**src/rtl/sdram_pkg.sv**
```systemverilog
// Shared types for the two-master SDRAM arbiter: FSM states, owner IDs and
// the latched request record.
package sdram_pkg;

   localparam int SDRAM_ADDR_W = 24;
   localparam int SDRAM_DATA_W = 16;

   typedef enum logic [1:0] {
      ST_IDLE    = 2'd0,
      ST_ISSUE   = 2'd1,
      ST_WAIT_RD = 2'd2
   } state_e;

   typedef enum logic {
      OWN_CPU = 1'b0,
      OWN_GPU = 1'b1
   } owner_e;

   typedef struct packed {
      logic                    we;
      logic [SDRAM_ADDR_W-1:0] addr;
      logic [SDRAM_DATA_W-1:0] wdata;
      logic [1:0]              dqm;
   } request_t;

endpackage

```
**src/rtl/sdram_arbiter.sv**
```systemverilog
// Two-master (CPU/GPU) front end for an SDRAM controller: GPU priority with a
// starvation escape for the CPU, one transaction outstanding at a time.
module sdram_arbiter
   import sdram_pkg::*;
#(
   parameter int ADDR_W       = 24,
   parameter int DATA_W       = 16,
   parameter int STARVE_LIMIT = 4
) (
   input  logic              clk,
   input  logic              reset,
   input  logic              cpu_valid,
   output logic              cpu_ready,
   input  logic              cpu_we,
   input  logic [ADDR_W-1:0] cpu_addr,
   input  logic [DATA_W-1:0] cpu_wdata,
   input  logic [1:0]        cpu_dqm,
   output logic              cpu_rvalid,
   output logic [DATA_W-1:0] cpu_rdata,
   input  logic              gpu_valid,
   output logic              gpu_ready,
   input  logic              gpu_we,
   input  logic [ADDR_W-1:0] gpu_addr,
   input  logic [DATA_W-1:0] gpu_wdata,
   input  logic [1:0]        gpu_dqm,
   output logic              gpu_rvalid,
   output logic [DATA_W-1:0] gpu_rdata,
   output logic              ctrl_valid,
   input  logic              ctrl_ready,
   output logic              ctrl_we,
   output logic [ADDR_W-1:0] ctrl_addr,
   output logic [DATA_W-1:0] ctrl_wdata,
   output logic [1:0]        ctrl_dqm,
   input  logic              ctrl_rvalid,
   input  logic [DATA_W-1:0] ctrl_rdata
);

   localparam int               CNT_W   = $clog2(STARVE_LIMIT + 1);
   localparam logic [CNT_W-1:0] LIMIT_C = CNT_W'(STARVE_LIMIT);

   state_e            state_r;
   state_e            state_n_s;
   owner_e            owner_r;
   request_t          req_r;
   request_t          sel_req_s;
   logic [CNT_W-1:0]  starve_cnt_r;
   logic              grant_cpu_s;
   logic              grant_gpu_s;
   logic              accept_s;
   logic              ctrl_valid_r;
   logic              cpu_rvalid_r;
   logic              gpu_rvalid_r;
   logic [DATA_W-1:0] cpu_rdata_r;
   logic [DATA_W-1:0] gpu_rdata_r;

   // Winner selection in IDLE and mux of the winner's request fields
   always_comb begin
      grant_cpu_s = 1'b0;
      grant_gpu_s = 1'b0;
      sel_req_s   = '0;
      if ((state_r == ST_IDLE) && !reset) begin
         if (cpu_valid && (!gpu_valid || (starve_cnt_r == LIMIT_C))) begin
            grant_cpu_s = 1'b1;
         end else begin
            grant_gpu_s = gpu_valid;
         end
      end else begin
         grant_cpu_s = 1'b0;
         grant_gpu_s = 1'b0;
      end
      if (grant_cpu_s) begin
         sel_req_s.we    = cpu_we;
         sel_req_s.addr  = SDRAM_ADDR_W'(cpu_addr);
         sel_req_s.wdata = SDRAM_DATA_W'(cpu_wdata);
         sel_req_s.dqm   = cpu_dqm;
      end else begin
         sel_req_s.we    = gpu_we;
         sel_req_s.addr  = SDRAM_ADDR_W'(gpu_addr);
         sel_req_s.wdata = SDRAM_DATA_W'(gpu_wdata);
         sel_req_s.dqm   = gpu_dqm;
      end
   end

   assign accept_s = grant_cpu_s | grant_gpu_s;

   // Next-state decode
   always_comb begin
      state_n_s = state_r;
      case (state_r)
         ST_IDLE: begin
            if (accept_s) state_n_s = ST_ISSUE;
            else          state_n_s = ST_IDLE;
         end
         ST_ISSUE: begin
            if (ctrl_ready) state_n_s = req_r.we ? ST_IDLE : ST_WAIT_RD;
            else            state_n_s = ST_ISSUE;
         end
         ST_WAIT_RD: begin
            if (ctrl_rvalid) state_n_s = ST_IDLE;
            else             state_n_s = ST_WAIT_RD;
         end
         default: state_n_s = ST_IDLE;
      endcase
   end

   // State, latched request, starvation counter and read-return registers
   always_ff @(posedge clk) begin
      if (reset) begin
         state_r      <= ST_IDLE;
         owner_r      <= OWN_CPU;
         req_r        <= '0;
         starve_cnt_r <= '0;
         ctrl_valid_r <= 1'b0;
         cpu_rvalid_r <= 1'b0;
         gpu_rvalid_r <= 1'b0;
         cpu_rdata_r  <= '0;
         gpu_rdata_r  <= '0;
      end else begin
         state_r      <= state_n_s;
         ctrl_valid_r <= (state_n_s == ST_ISSUE);
         cpu_rvalid_r <= 1'b0;
         gpu_rvalid_r <= 1'b0;
         if (accept_s) begin
            req_r   <= sel_req_s;
            owner_r <= grant_cpu_s ? OWN_CPU : OWN_GPU;
         end
         // Only GPU wins taken while the CPU is kept waiting count toward starvation
         if (grant_cpu_s) begin
            starve_cnt_r <= '0;
         end else if (grant_gpu_s && cpu_valid && (starve_cnt_r != LIMIT_C)) begin
            starve_cnt_r <= starve_cnt_r + CNT_W'(1);
         end
         if ((state_r == ST_WAIT_RD) && ctrl_rvalid) begin
            if (owner_r == OWN_CPU) begin
               cpu_rvalid_r <= 1'b1;
               cpu_rdata_r  <= ctrl_rdata;
            end else begin
               gpu_rvalid_r <= 1'b1;
               gpu_rdata_r  <= ctrl_rdata;
            end
         end
      end
   end

   assign cpu_ready  = grant_cpu_s;
   assign gpu_ready  = grant_gpu_s;
   assign ctrl_valid = ctrl_valid_r;
   assign ctrl_we    = req_r.we;
   assign ctrl_addr  = ADDR_W'(req_r.addr);
   assign ctrl_wdata = DATA_W'(req_r.wdata);
   assign ctrl_dqm   = req_r.dqm;
   assign cpu_rvalid = cpu_rvalid_r;
   assign cpu_rdata  = cpu_rdata_r;
   assign gpu_rvalid = gpu_rvalid_r;
   assign gpu_rdata  = gpu_rdata_r;

endmodule

```
**config.mk**
```make
export PLATFORM = sky130hd
export DESIGN_NAME = sdram_arbiter
export DESIGN_NICKNAME = d
export VERILOG_FILES = /design/src/rtl/sdram_pkg.sv /design/src/rtl/sdram_arbiter.sv
export SDC_FILE = /design/constraint.sdc
export NUM_CORES = 1
export LEC_CHECK = 0
export BUFFER_PORTS_ARGS = -buffer_cell sky130_fd_sc_hd__buf_2
export CORE_AREA = 10 10 101 103
export DETAILED_ROUTE_END_ITERATION = 8
export DIE_AREA = 0 0 111 113
export HOLD_SLACK_MARGIN = 0.08
export PLACE_DENSITY = 0.82
export SYNTH_ARGS = -nofsm -noshare
export SYNTH_HDL_FRONTEND = slang
export SYNTH_SLANG_ARGS = --single-unit
```
**constraint.sdc**
```tcl
create_clock -name clk -period 2.2 [get_ports clk]
set_input_delay 0.11 -clock clk [delete_from_list [all_inputs] [get_ports clk]]
set_output_delay 0.11 -clock clk [all_outputs]
set_load 0.02 [all_outputs]
```
Word-level counts from Yosys, hierarchy flattened
Cells that the tools add are included.
Widths: inputs -> output; s select.
{"block": "totals", "ff_bits": 84, "latch_bits": 0, "ram_bits": 0, "mem_bits_ro": 0, "inputBits": 108, "out_inout_bits": 80, "word_cells": 47, "mem_count": 0}
{"block": "op_classes", "n_addsub": 1, "n_mul": 0, "n_div": 0, "n_lt_le_gt_ge": 0, "eq_ne": 5, "n_shift": 0, "n_mux": 13, "bitwise": 3, "reduce_logical": 13}
{"cell": "$mux 43", "count": 1}
{"cell": "$mux 1", "count": 8}
{"cell": "$mux 2", "count": 3}
{"cell": "$pmux 2 s3", "count": 1}
{"cell": "$logic_and 1x1->1", "count": 5}
{"cell": "$eq 2x1->1 const B", "count": 2}
{"cell": "$reduce_and 2->1", "count": 2}
{"cell": "$reduce_or 2->1", "count": 2}
{"cell": "$add 3x1->3 const B", "count": 1}
{"cell": "$eq 3x3->1 const B", "count": 1}
{"cell": "$ne 3x3->1 const B", "count": 1}
{"cell": "$eq 2x2->1 const B", "count": 1}
{"cell": "$logic_not 1->1", "count": 2}
{"cell": "$logic_not 2->1", "count": 1}
{"cell": "$not 1->1", "count": 2}
{"cell": "$logic_or 1x1->1", "count": 1}
{"cell": "$or 1x1->1", "count": 1}

Depth between registers and ports, before layout
{"block": "depth", "word_depth": 9, "mapped_depth": 7, "ltp_nobuf": 5}

Least setup slack after synthesis
Ideal clock, no wire load.
{"block": "synth_timing", "kind": "reg-to-reg", "from": "register state_r[1]", "to": "register owner_r", "setup_time_ps": 60, "arrival_time_ps": 1727, "required_ps": 2140, "path_slack_ps": 413, "stages_incl_launch_ff": 6, "path_buffers": 2, "period_less_slack_ps": 1787, "path_cell_list": "dfxtp_1 -> buf_2 -> or4b_1 -> buf_2 -> a31oi_1 -> o211a_1"}
{"block": "synth_between", "elab_chain_cells": 4, "word_cells_on_any_way": 6, "cone_classes": "mux (3); bitwise (1); reduce/logical (2)"}
{"item": "start: declaration", "line": "sdram_arbiter.sv:41", "source": "state_e state_r;"}
{"item": "start signal: assignment", "line": "sdram_arbiter.sv:119", "source": "state_r <= state_n_s;"}
{"item": "$logic_not 2->1", "line": "sdram_arbiter.sv:61", "source": "if ((state_r == ST_IDLE) && !reset) begin"}
{"item": "$logic_and 1x1->1", "line": "sdram_arbiter.sv:61"}
{"item": "$mux 1", "line": "sdram_arbiter.sv:61"}
{"item": "via gpu_ready", "line": "sdram_arbiter.sv:21", "source": "output logic gpu_ready,"}
{"item": "$or 1x1->1", "line": "sdram_arbiter.sv:84", "source": "assign accept_s = grant_cpu_s | grant_gpu_s;"}
{"item": "end signal: assignment", "line": "sdram_arbiter.sv:125", "source": "owner_r <= grant_cpu_s ? OWN_CPU : OWN_GPU;"}
{"item": "end: declaration", "line": "sdram_arbiter.sv:43", "source": "owner_e owner_r;"}
The timed path passes the listed nets, and every way through them passes these cells.
A chain may end at the register's enable or synchronous reset.

Worst setup path in the final report
{"block": "layout_timing", "from": "input cpu_valid", "to": "output cpu_ready"}
{"block": "layout_between", "elab_chain_cells": 3}
{"item": "start: declaration", "line": "sdram_arbiter.sv:12", "source": "input logic cpu_valid,"}
{"item": "$logic_and 1x1->1", "line": "sdram_arbiter.sv:62", "source": "if (cpu_valid && (!gpu_valid || (starve_cnt_r == LIMIT_C))) begin"}
{"item": "$mux 1", "line": "sdram_arbiter.sv:62"}
{"item": "$mux 1", "line": "sdram_arbiter.sv:61"}
{"item": "end: declaration", "line": "sdram_arbiter.sv:13", "source": "output logic cpu_ready,"}
Every way passes these cells.

==> results.sh <==
export IMPL_drv_slew=0
export IMPL_antenna_found_initial=1
export IMPL_portBuffers=187
export IMPL_synth_xor_xnor_area_share_pct=0
export IMPL_syn_area_mm2=0.00371
export IMPL_whs_ps=138
export IMPL_syn_nets=542
export IMPL_hold_path_class="input pin to flip-flop"
export IMPL_met2_length_um=6690
export IMPL_finalHoldViolations=0
export IMPL_num_rows=33
export IMPL_critPathKind="input pin to output port"
export IMPL_tightest_slew_ps=1090
export IMPL_rsz0062_at_grt="false"
export IMPL_fin_crit_sh_pct=94.6
export IMPL_swShare_pct=27.7
export IMPL_die_x_um=111
export IMPL_clock_latency_ps=340
export IMPL_comb_power_share_pct=19.7
export IMPL_yosys_area_share_adder_pct=0.674
export IMPL_setup_violations=0
export IMPL_p_int_w=0.00249
export IMPL_top_layer_used="met4"
export IMPL_cts_buffers=9
export IMPL_wl_met1_um=5150
export IMPL_crit_fanout=12
export IMPL_arrival_ps=1970
export IMPL_mostFrequentLayoutCells="186 x buf_2, 153 x nand2_1, 83 x dfxtp_1"
export IMPL_htree_levels=3
export IMPL_start_util_pct=45.7
export IMPL_core_area_mm2=0.00813
export IMPL_final_util_pct=67.9
export IMPL_clk_pin_slew_worst_paths_ps=80
export IMPL_netlist_area_leader_share_pct=45.3
export IMPL_outcome="completed"
export IMPL_max_clock_freq_ghz=0.481
export IMPL_syn_inst=432
export IMPL_max_vdd_ir_drop_mv=0.331
export IMPL_max_cap_viol_count=0
export IMPL_drive_above_1_share_pct=38.7
export IMPL_clock_tree_root_cell="clkbuf_8"
export IMPL_syn_mean_instance_area_um2=8.60
export IMPL_required_ps=2090
export IMPL_slowest_delay_ps=540
export IMPL_ant_nets=0
export IMPL_seqPwrFrac_pct=47.7
export IMPL_place_congestion=0.833
export IMPL_cts_tree="done"
export IMPL_final_nets=771
export IMPL_pin_count=188
export IMPL_wl_met3_um=1540
export IMPL_path_cells="dlygate4sd3_1 > buf_2 > or4b_4 > or2_2 > buf_6 > inv_1 > buf_2"
export IMPL_synth_top_family_by_area="simple AND/OR/NAND/NOR gates"
export IMPL_power_density_mw_per_mm2=623
export IMPL_synth_ff_latch_count=84
export IMPL_fin_crit_ps=2080
export IMPL_power_switching_w=0.000954
export IMPL_grt_max_degree=85
export IMPL_final_setup_tns_ps=0
export IMPL_synthSimpleGateAreaFrac_pct=25.4
export IMPL_cpMostUsedCell="buf_2"
export IMPL_seq_area_frac_synth_pct=45.3
export IMPL_clockBufferDepth=2
export IMPL_cp_slowest_cell="dlygate4sd3_1"
export IMPL_avgViaCountPerCell=5.40
export IMPL_cts_sinks=84
export IMPL_synth_compound_area_share_pct=22.7
export IMPL_maxSlewHeadroom_pct=27.2
export IMPL_power_frac_clock_pct=32.6
export IMPL_avgRoutedWirePerCell_um=17.8
export IMPL_leakage_nw=2.34
export IMPL_final_common_cell="buf_2"
export IMPL_vias=4165
export IMPL_fin_worst_skew_ps=12.0
export IMPL_synth_area_leaders="dfxtp_1 45%, nand2_1 15%, a311oi_2 15%"
export IMPL_die_h_um=113
export IMPL_postCtsSetupBuffers=0
export IMPL_hpwlAfterDp_um=8920
export IMPL_grt_pass1_vias=4369
export IMPL_grt_pass1_wl_um=22300
export IMPL_drt_initial_drc_count=341
export IMPL_drc_errors=0
export IMPL_wirelength_um=13800
export IMPL_startpoint_type="input pin"
export IMPL_synthMuxAreaShare_pct=0
export IMPL_drt_pass1_iter_count=5
export IMPL_overflow=0
export IMPL_netlist_cell_type_count=29
export IMPL_synth_area_leader_cell="dfxtp_1"
export IMPL_dieArea_mm2=0.0125
export IMPL_endpoint_kind="output port"
export IMPL_ys_warn_count=0
export IMPL_grt_total_usage_pct=21.2
export IMPL_area_growth_synth_to_final_pct=48.7
area by class of cell:
class,instances,area [um2]
antenna,1,2.50
inverter,4,15.0
fill,607,2610
tap,105,131
clock buffer,13,159
timing repair buffer,260,1660
sequential,84,1680
clock inverter,3,45.0
multi-input combinational,302,1830
worst max-delay path, delay by kind of cell:
family | cells | cell delay, ps
buffers and inverters | 5 | 1070
AND/OR/NAND/NOR | 2 | 770
worst paths after layout:
| kind | from | endpoint | slack (ps) | cells past startpoint |
|---|---|---|---|---|
| worst max-delay path | cpu_valid | cpu_ready | 120 | 7 |
| worst min-delay path | reset | starve_cnt_r[0] | 140 | 4 |
| worst max register to register | state_r[1] | ctrl_wdata[2] | 250 | 4 |
| worst min register to register | gpu_rdata[14] | gpu_rdata[14] | 460 | 2 |
what timing repair did:
action / in CTS / in global routing
resized for setup: 0 / 3
endpoints found under the hold margin: 79 / 0
hold buffers: 61 / 0
setup endpoints to repair: 0 / 2
sequential cells by signal (all words and copies together), names as in the netlist, 2 cells and up:
register	flops
cpu_rdata	16
ctrl_dqm	2
starve_cnt_r	3
gpu_rdata	16
ctrl_wdata	16
state_r	2
ctrl_addr	24
through the flow:
stage,area [um2],power [W],std cells,worst slack (ps)
6_report,5520,0.00344,772,120
3_5_place_dp,4700,0.00225,694,304
4_1_cts,5510,0.00344,771,31.9
2_1_floorplan,3710,0.00201,432,413
3_3_place_gp,4700,0.00224,694,360
5_1_grt,5520,0.00359,772,39.5
cell families after synthesis:
logic type | after synthesis
simple gates | 215
fa+ha+maj | 2
buf+inv | 46
flops | 84
compound gates | 85
power groups by stage:
| stage | logic (W) | clock network [W] | registers [W] |
|---|---|---|---|
| after floorplan | 0.000262 | 0 | 0.00175 |
| after global placement | 0.000567 | 0 | 0.00167 |
| after detailed placement | 0.000582 | 0 | 0.00167 |
| after CTS | 0.000666 | 0.00114 | 0.00164 |
| after global routing | 0.000725 | 0.00121 | 0.00165 |
| final | 0.000678 | 0.00112 | 0.00164 |
cell usage after synthesis:
| library cell | count |
|---|---|
| nor2_1 | 4 |
| nor4bb_1 | 1 |
| nor3b_1 | 2 |
| buf_1 | 3 |
| or2_1 | 1 |
| a311oi_1 | 5 |
| and4b_1 | 1 |
| dfxtp_1 | 84 |
| nand2_1 | 153 |
| or4b_4 | 1 |
| or4b_1 | 1 |
| buf_2 | 4 |
| o211a_1 | 1 |
| o21ai_0 | 1 |
| or3_1 | 1 |
| ha_1 | 2 |
| buf_6 | 6 |
| nand4bb_1 | 1 |
| clkbuf_1 | 29 |
| a21oi_1 | 35 |
| nor3_1 | 45 |
| a2111oi_0 | 2 |
| a21boi_1 | 1 |
| nand4_1 | 2 |
| nand4b_1 | 1 |
| nor4b_4 | 1 |
| inv_1 | 4 |
| a311oi_2 | 38 |
| a31oi_1 | 2 |
metal layers:
metal / GRT usage, % / vias to the layer above
met2: 36.6 / 232
met4: 8.59 / 0
met1: 22.2 / 1931
met3: 9.19 / 32
met5: 0 / -
li1: - / 1970
No activity file was read; power rests on OpenSTA's default activity.
